**src/rtl/ysyx_201979054_block_transfer_engine.sv**
```systemverilog
// Cache block refill/writeback engine in front of an AXI4 master. High memory uses one burst per
// block, low memory uses one single-beat transfer per narrow word, plus uncached byte access.
module ysyx_201979054_block_transfer_engine #(
  parameter int unsigned       BLOCK_W    = 512,
  parameter int unsigned       BUS_W      = 64,
  parameter int unsigned       NARROW_W   = 32,
  parameter int unsigned       ADDR_W     = 32,
  parameter logic [ADDR_W-1:0] BURST_BASE = 32'h4000_0000
) (
  input  logic               clk,
  input  logic               arst,
  input  logic               i_rd_req,
  input  logic               i_wr_req,
  input  logic               i_nc_rd_req,
  input  logic               i_nc_wr_req,
  input  logic [ADDR_W-1:0]  i_addr,
  input  logic [ADDR_W-1:0]  i_nc_addr,
  input  logic [BLOCK_W-1:0] i_block_wdata,
  input  logic [7:0]         i_nc_wdata,
  output logic [BLOCK_W-1:0] o_block_rdata,
  output logic [7:0]         o_nc_rdata,
  output logic               o_done,
  output logic               o_busy,
  output logic               o_bus_rd_req,
  output logic               o_bus_wr_req,
  output logic [ADDR_W-1:0]  o_bus_addr,
  output logic [7:0]         o_bus_len,
  output logic [2:0]         o_bus_size,
  output logic [BUS_W/8-1:0] o_bus_strb,
  output logic [BUS_W-1:0]   o_bus_wdata,
  input  logic               i_bus_beat,
  input  logic [BUS_W-1:0]   i_bus_rdata,
  input  logic               i_bus_done
);
  localparam int unsigned BurstBeats = BLOCK_W / BUS_W;
  localparam int unsigned SplitWords = BLOCK_W / NARROW_W;
  localparam int unsigned MaxBeats   = (BurstBeats > SplitWords) ? BurstBeats : SplitWords;
  localparam int unsigned CntW       = $clog2(MaxBeats) + 1;
  localparam int unsigned StrbW      = BUS_W / 8;
  localparam int unsigned NarrowB    = NARROW_W / 8;
  localparam int unsigned SplitRep   = BUS_W / NARROW_W;

  localparam logic [CntW-1:0]  BurstCnt   = CntW'(BurstBeats);
  localparam logic [CntW-1:0]  BurstLast  = CntW'(BurstBeats - 1);
  localparam logic [CntW-1:0]  SplitLast  = CntW'(SplitWords - 1);
  localparam logic [7:0]       BurstLen   = 8'(BurstBeats - 1);
  localparam logic [2:0]       BusSize    = 3'($clog2(StrbW));
  localparam logic [2:0]       NarrowSize = 3'($clog2(NarrowB));
  localparam logic [StrbW-1:0] NarrowStrb = StrbW'((1 << NarrowB) - 1);

  typedef enum logic [2:0] {
    StIdle, StRdBurst, StWrBurst, StRdSplit, StWrSplit, StGap, StNc, StDone
  } state_e;

  state_e             state_q, state_d;
  logic               wr_q, wr_d;
  logic               nc_wr_q, nc_wr_d;
  logic [ADDR_W-1:0]  addr_q, addr_d;
  logic [BLOCK_W-1:0] blk_wdata_q, blk_wdata_d;
  logic [7:0]         nc_wdata_q, nc_wdata_d;
  logic [CntW-1:0]    cnt_q, cnt_d;
  logic [CntW-1:0]    word_q, word_d;
  logic [BLOCK_W-1:0] blk_rdata_q, blk_rdata_d;
  logic [7:0]         nc_rdata_q, nc_rdata_d;

  logic [CntW-1:0]     burst_idx;
  logic [NARROW_W-1:0] split_word;
  logic [ADDR_W-1:0]   split_addr;

  // Write word index saturates so stray beats past the block never select outside it.
  assign burst_idx  = (cnt_q < BurstCnt) ? cnt_q : BurstLast;
  assign split_word = blk_wdata_q[word_q * NARROW_W +: NARROW_W];
  assign split_addr = addr_q + (ADDR_W'(word_q) << $clog2(NarrowB));

  always_ff @(posedge clk or negedge arst) begin
    if (!arst) begin
      state_q     <= StIdle;
      wr_q        <= 1'b0;
      nc_wr_q     <= 1'b0;
      addr_q      <= '0;
      blk_wdata_q <= '0;
      nc_wdata_q  <= '0;
      cnt_q       <= '0;
      word_q      <= '0;
      blk_rdata_q <= '0;
      nc_rdata_q  <= '0;
    end else begin
      state_q     <= state_d;
      wr_q        <= wr_d;
      nc_wr_q     <= nc_wr_d;
      addr_q      <= addr_d;
      blk_wdata_q <= blk_wdata_d;
      nc_wdata_q  <= nc_wdata_d;
      cnt_q       <= cnt_d;
      word_q      <= word_d;
      blk_rdata_q <= blk_rdata_d;
      nc_rdata_q  <= nc_rdata_d;
    end
  end

  always_comb begin
    state_d     = state_q;
    wr_d        = wr_q;
    nc_wr_d     = nc_wr_q;
    addr_d      = addr_q;
    blk_wdata_d = blk_wdata_q;
    nc_wdata_d  = nc_wdata_q;
    cnt_d       = cnt_q;
    word_d      = word_q;
    blk_rdata_d = blk_rdata_q;
    nc_rdata_d  = nc_rdata_q;
    unique case (state_q)
      StIdle: begin
        cnt_d  = '0;
        word_d = '0;
        if (i_nc_rd_req || i_nc_wr_req) begin
          nc_wr_d = !i_nc_rd_req;
          addr_d  = i_nc_addr;
          if (!i_nc_rd_req) nc_wdata_d = i_nc_wdata;
          state_d = StNc;
        end else if (i_rd_req || i_wr_req) begin
          wr_d   = !i_rd_req;
          addr_d = i_addr;
          if (!i_rd_req) blk_wdata_d = i_block_wdata;
          if (i_addr >= BURST_BASE) state_d = i_rd_req ? StRdBurst : StWrBurst;
          else                      state_d = i_rd_req ? StRdSplit : StWrSplit;
        end
      end
      StRdBurst, StWrBurst: begin
        if (i_bus_beat && (cnt_q < BurstCnt)) begin
          if (state_q == StRdBurst) blk_rdata_d[cnt_q * BUS_W +: BUS_W] = i_bus_rdata;
          cnt_d = cnt_q + CntW'(1);
        end
        if (i_bus_done) state_d = StDone;
      end
      StRdSplit, StWrSplit: begin
        // cnt_q tracks beats within the current single-beat transaction only.
        if (i_bus_beat && (cnt_q == '0)) begin
          if (state_q == StRdSplit) begin
            blk_rdata_d[word_q * NARROW_W +: NARROW_W] = i_bus_rdata[NARROW_W-1:0];
          end
          cnt_d = CntW'(1);
        end
        if (i_bus_done) begin
          cnt_d = '0;
          if (word_q == SplitLast) begin
            state_d = StDone;
          end else begin
            word_d  = word_q + CntW'(1);
            state_d = StGap;
          end
        end
      end
      StGap: state_d = wr_q ? StWrSplit : StRdSplit;
      StNc: begin
        if (i_bus_beat && (cnt_q == '0)) begin
          if (!nc_wr_q) nc_rdata_d = i_bus_rdata[7:0];
          cnt_d = CntW'(1);
        end
        if (i_bus_done) state_d = StDone;
      end
      StDone:  state_d = StIdle;
      default: state_d = StIdle;
    endcase
  end

  always_comb begin
    o_bus_rd_req = 1'b0;
    o_bus_wr_req = 1'b0;
    o_bus_addr   = '0;
    o_bus_len    = '0;
    o_bus_size   = '0;
    o_bus_strb   = '0;
    o_bus_wdata  = '0;
    unique case (state_q)
      StRdBurst, StWrBurst: begin
        o_bus_rd_req = (state_q == StRdBurst);
        o_bus_wr_req = (state_q == StWrBurst);
        o_bus_addr   = addr_q;
        o_bus_len    = BurstLen;
        o_bus_size   = BusSize;
        o_bus_strb   = '1;
        o_bus_wdata  = blk_wdata_q[burst_idx * BUS_W +: BUS_W];
      end
      StRdSplit, StWrSplit, StGap: begin
        o_bus_rd_req = (state_q == StRdSplit);
        o_bus_wr_req = (state_q == StWrSplit);
        o_bus_addr   = split_addr;
        o_bus_size   = NarrowSize;
        o_bus_strb   = NarrowStrb;
        o_bus_wdata  = {SplitRep{split_word}};
      end
      StNc: begin
        o_bus_rd_req = !nc_wr_q;
        o_bus_wr_req = nc_wr_q;
        o_bus_addr   = addr_q;
        o_bus_strb   = StrbW'(1);
        o_bus_wdata  = {StrbW{nc_wdata_q}};
      end
      default: ;
    endcase
  end

  assign o_done        = (state_q == StDone);
  assign o_busy        = (state_q != StIdle);
  assign o_block_rdata = blk_rdata_q;
  assign o_nc_rdata    = nc_rdata_q;

endmodule

```
**config.mk**
```make
export PLATFORM = sky130hd
export DESIGN_NAME = ysyx_201979054_block_transfer_engine
export DESIGN_NICKNAME = d
export VERILOG_FILES = /design/src/rtl/ysyx_201979054_block_transfer_engine.sv
export SDC_FILE = /design/constraint.sdc
export NUM_CORES = 2
export LEC_CHECK = 0
export CORE_AREA = 2 2 509 511
export CTS_CLUSTER_DIAMETER = 30
export DETAILED_ROUTE_END_ITERATION = 8
export DIE_AREA = 0 0 511 513
export MAX_ROUTING_LAYER = met4
export REMOVE_ABC_BUFFERS = 1
export SYNTH_ARGS = -nofsm -noshare
export SYNTH_HDL_FRONTEND = slang
export SYNTH_SLANG_ARGS = --single-unit
```
**constraint.sdc**
```tcl
create_clock -name clk -period 4.4 [get_ports clk]
set_input_delay 0.88 -clock clk [delete_from_list [all_inputs] [get_ports clk]]
set_output_delay 0.88 -clock clk [all_outputs]
set_load 0.05 [all_outputs]
```
==> impl_metrics.ini <==
[status]
status = finished, final reports clean

[timing]
final_setup_viols = 0
post-route-period-util_pct = 98.4
setup_tns_ps = 0
rsz0062_at_grt = false
finalClockSkew_ps = 123
layout_min_cycle_time_ps = 4330
maxSlewViolCount = 0
worst_slew_pin_slew_ps = 1170
final.setup.worst_slack_ps = 71.1
slew_headroom_pct = 21.9
timing_hold_violations_final = 0
max_freq_mhz = 231

[clock_network]
path_clk_slew_ps = 40
worst_skew_pair.late_latency_ps = 940
clock_sink_count = 1087
cts_tree = done
cts_inserted_buffers = 305
cts_buffer_depth = 4
htree_num_levels = 5
root_buffer = sky130_fd_sc_hd__clkbuf_16

[floorplanning]
fp-row-count = 186
design.portCount = 1295
die_span_x_um = 511
floorplan.die_area_um2 = 262000
die_height_um = 513
coreArea_um2 = 256000
initial_core_util_pct = 20.8

[global_route]
first_global_vias = 47000
grt_first_pass_wirelength_um = 379000
grt_antenna_before_repair = 83
maximum_number_of_pins_on_one_net_before_global_route_repair = 126
groute.usage.overall_pct = 20.9
globalRouteOverflowTotal = 0

[cells_and_area]
final.fill_count = 25200
instances_no_fill = 9159
areaGrowthSynthToFinish_pct = 54.7
final_nets = 6156
post_route_cells_drive_above_1_share_pct = 30.9

[worst_setup_path]
cp_data_arrival_time_ps = 3450
ff2ff_setup_slack_ps = 290
origin_of_the_critical_flop_to_flop_path = word_q[0]
crit_type = register to output pin
critPathLaunchType = register
destination_of_the_worst_register_to_register_timing_path = o_block_rdata[363]
critical_path_required_ps = 3520
crit_path_max_fanout = 102
kind_of_end_point_of_the_critical_path = output pin
worst_r2r_path_depth = 10

[synthesis]
yosysSeqAreaShare_pct = 51.1
post_synth_main_area_contributors = sky130_fd_sc_hd__dfrtp_1, sky130_fd_sc_hd__mux2_2, sky130_fd_sc_hd__mux4_2, sky130_fd_sc_hd__a22o_1, sky130_fd_sc_hd__mux2i_1
synth_largest_type_area_fraction_pct = 51.1
syn-instance-count = 4067
yosys_register_bits = 1087
synth.most_common_cell = sky130_fd_sc_hd__dfrtp_1
synth.top_cells.by_count = sky130_fd_sc_hd__dfrtp_1, sky130_fd_sc_hd__mux2_2, sky130_fd_sc_hd__clkbuf_1
ys.warnings.count = 0
synth-edff-count = 0
synth_async_sr_flop_share_pct = 100
synth_area_per_cell_um2 = 13.1
netlist-cell-type-count = 82
synth_top_area_cell = sky130_fd_sc_hd__dfrtp_1
dominantRegCellSynth = sky130_fd_sc_hd__dfrtp_1
netlist_area_um2 = 53200

[worst_hold_path]
whs_endpoint = o_block_rdata[402]
min-delay-start = o_block_rdata[402]
min_path_type = register to register
count_of_cells_along_the_worst_hold_path = 1

[place]
io_buffers = 1288
dpl.cell_count = 8549
pre_cts_setup_slack_ps = 339
globalplace.congestion = 0.947
dp_hpwl_um = 204000

[power]
vdd_ir_drop_max_v = 0.000393
cellLeakagePower_nw = 34.9
pwr_density_cell_nw_per_um2 = 684
report.power.total_mw = 56.3

[route]
drt_iter0_drc = 4569
wirelength_um = 276000
wl_per_cell_um = 30.1
detail_route.drc_violations = 0
viasPerCell = 5.04
via_count = 46100
detailedRoute.firstPassIterationCount = 7
post_drt_antenna_nets = 0

[run]
drv.max_cap_violation_count = 0
[per-layer routing]
layer	global-route usage, %	vias to the layer above	wire [um]	share of wire, %
met5	-	-	0	0
met4	11.9	0	17100	6.2
met3	5.82	645	24700	9.0
met2	33.5	2975	132000	48
met1	23.3	23600	102000	37
li1	-	18900	-	-
[through the flow]
step | util, % | hold slack (ps) | instance area (um^2)
floorplan | - | 481 | 51300
global placement | 27.8 | 466 | 71300
detailed placement | 27.8 | 474 | 71300
CTS | 32.0 | 485 | 82000
global route | 32.1 | 505 | 82300
finish | 32.1 | 482 | 82400
[worst max-delay path, stage by stage (launching register included)]
cell and delay (ps):
sky130_fd_sc_hd__dfrtp_4 520, sky130_fd_sc_hd__buf_12 310, sky130_fd_sc_hd__a221oi_1 270, sky130_fd_sc_hd__a211oi_1 300, sky130_fd_sc_hd__a21oi_1 80, sky130_fd_sc_hd__o21ai_1 260, sky130_fd_sc_hd__buf_4 200, sky130_fd_sc_hd__buf_12 130
[final cells by class]
type                       instances  area (um^2)  share of cell area [%]
sequential                      1087        27200                    33.1
multi-input combinational       2546        24500                    29.8
timing repair buffer            1514        15700                    19.1
clock buffer                     405         8620                    10.5
tap                             3384         4230                    5.14
clock inverter                   130         1760                    2.14
antenna                           65          163                   0.197
inverter                          28          105                   0.128
[cells by family after synthesis]
| kind of cell | count (synthesis) | share of synthesized area, % |
|---|---|---|
| compound gates | 985 | 14.5 |
| xor+xnor | 4 | 0.0799 |
| buf+inv | 439 | 3.92 |
| fa+ha+maj | 18 | 0.437 |
| flops | 1087 | 51.1 |
| mux | 1008 | 25.0 |
| other cells | 1 | 0.00704 |
| simple gates | 525 | 4.97 |
[cells in the final DEF (no fill, tap or decap), types with 10 or more instances in the layout]
cell / n
sky130_fd_sc_hd__a211oi_1: 62
sky130_fd_sc_hd__buf_4: 208
sky130_fd_sc_hd__a221oi_1: 63
sky130_fd_sc_hd__nand3_1: 16
sky130_fd_sc_hd__a21oi_1: 112
sky130_fd_sc_hd__o21ai_1: 33
sky130_fd_sc_hd__diode_2: 65
sky130_fd_sc_hd__nand2_1: 111
sky130_fd_sc_hd__mux4_2: 191
sky130_fd_sc_hd__o21ai_0: 47
sky130_fd_sc_hd__o21ai_4: 10
sky130_fd_sc_hd__mux2i_1: 159
sky130_fd_sc_hd__inv_1: 28
sky130_fd_sc_hd__mux2_1: 35
sky130_fd_sc_hd__clkinv_2: 46
sky130_fd_sc_hd__nor2_1: 107
sky130_fd_sc_hd__and3_1: 72
sky130_fd_sc_hd__ha_1: 14
sky130_fd_sc_hd__clkbuf_1: 42
sky130_fd_sc_hd__mux2_2: 622
sky130_fd_sc_hd__a22o_1: 195
sky130_fd_sc_hd__a32oi_1: 32
sky130_fd_sc_hd__and2_1: 39
sky130_fd_sc_hd__dfrtp_1: 1080
sky130_fd_sc_hd__o21ai_2: 14
sky130_fd_sc_hd__o2bb2ai_1: 67
sky130_fd_sc_hd__clkdlybuf4s50_1: 1184
sky130_fd_sc_hd__clkbuf_8: 55
sky130_fd_sc_hd__clkinv_4: 11
sky130_fd_sc_hd__buf_12: 92
sky130_fd_sc_hd__clkinvlp_4: 23
sky130_fd_sc_hd__o22ai_1: 66
sky130_fd_sc_hd__a221o_1: 128
sky130_fd_sc_hd__a31oi_1: 42
sky130_fd_sc_hd__clkbuf_16: 309
sky130_fd_sc_hd__o221a_2: 24
sky130_fd_sc_hd__nor3_1: 100
sky130_fd_sc_hd__bufinv_16: 36
[registers in the layout, summed over array words and instances (netlist names)]
name,cells
blk_wdata_q,512
wr_q,1
nc_wdata_q,8
nc_wr_q,1
o_block_rdata,512
word_q,5
addr_q,32
cnt_q,5
state_q,3
o_nc_rdata,8
[worst max path at each step]
stage                start              end  slack [ps]  cells after the start
3_5_place_dp      cnt_q[3]  o_bus_wdata[12]         340                      8
4_1_cts         state_q[1]  o_bus_wdata[19]           4                      6
2_1_floorplan  i_nc_rd_req   blk_wdata_q[0]      -22610                      4
6_report          cnt_q[0]  o_bus_wdata[20]          70                      7
5_1_grt           cnt_q[0]  o_bus_wdata[12]           3                      9
3_3_place_gp      cnt_q[3]  o_bus_wdata[12]         360                      8
[repair_timing]
| action | 4_1_cts | 5_1_grt |
|---|---|---|
| gates resized for setup | 90 | 50 |
| cloned | 2 | 1 |
| pin swaps | 6 | 8 |
| endpoints found under the setup margin | 82 | 43 |
| setup buffers | 3 | 3 |
| endpoints found under the hold margin | 5 | 0 |
| hold buffers | 1 | 0 |
[where the power goes]
| group | total, mW | leakage [nW] | switching, mW | internal [mW] |
|---|---|---|---|---|
| combinational | 19.7 | 15.0 | 11.7 | 8.01 |
| sequential | 14.2 | 14.9 | 2.07 | 12.1 |
| clock | 22.4 | 5.06 | 6.73 | 15.7 |
Power figures use the tool's default switching activity.
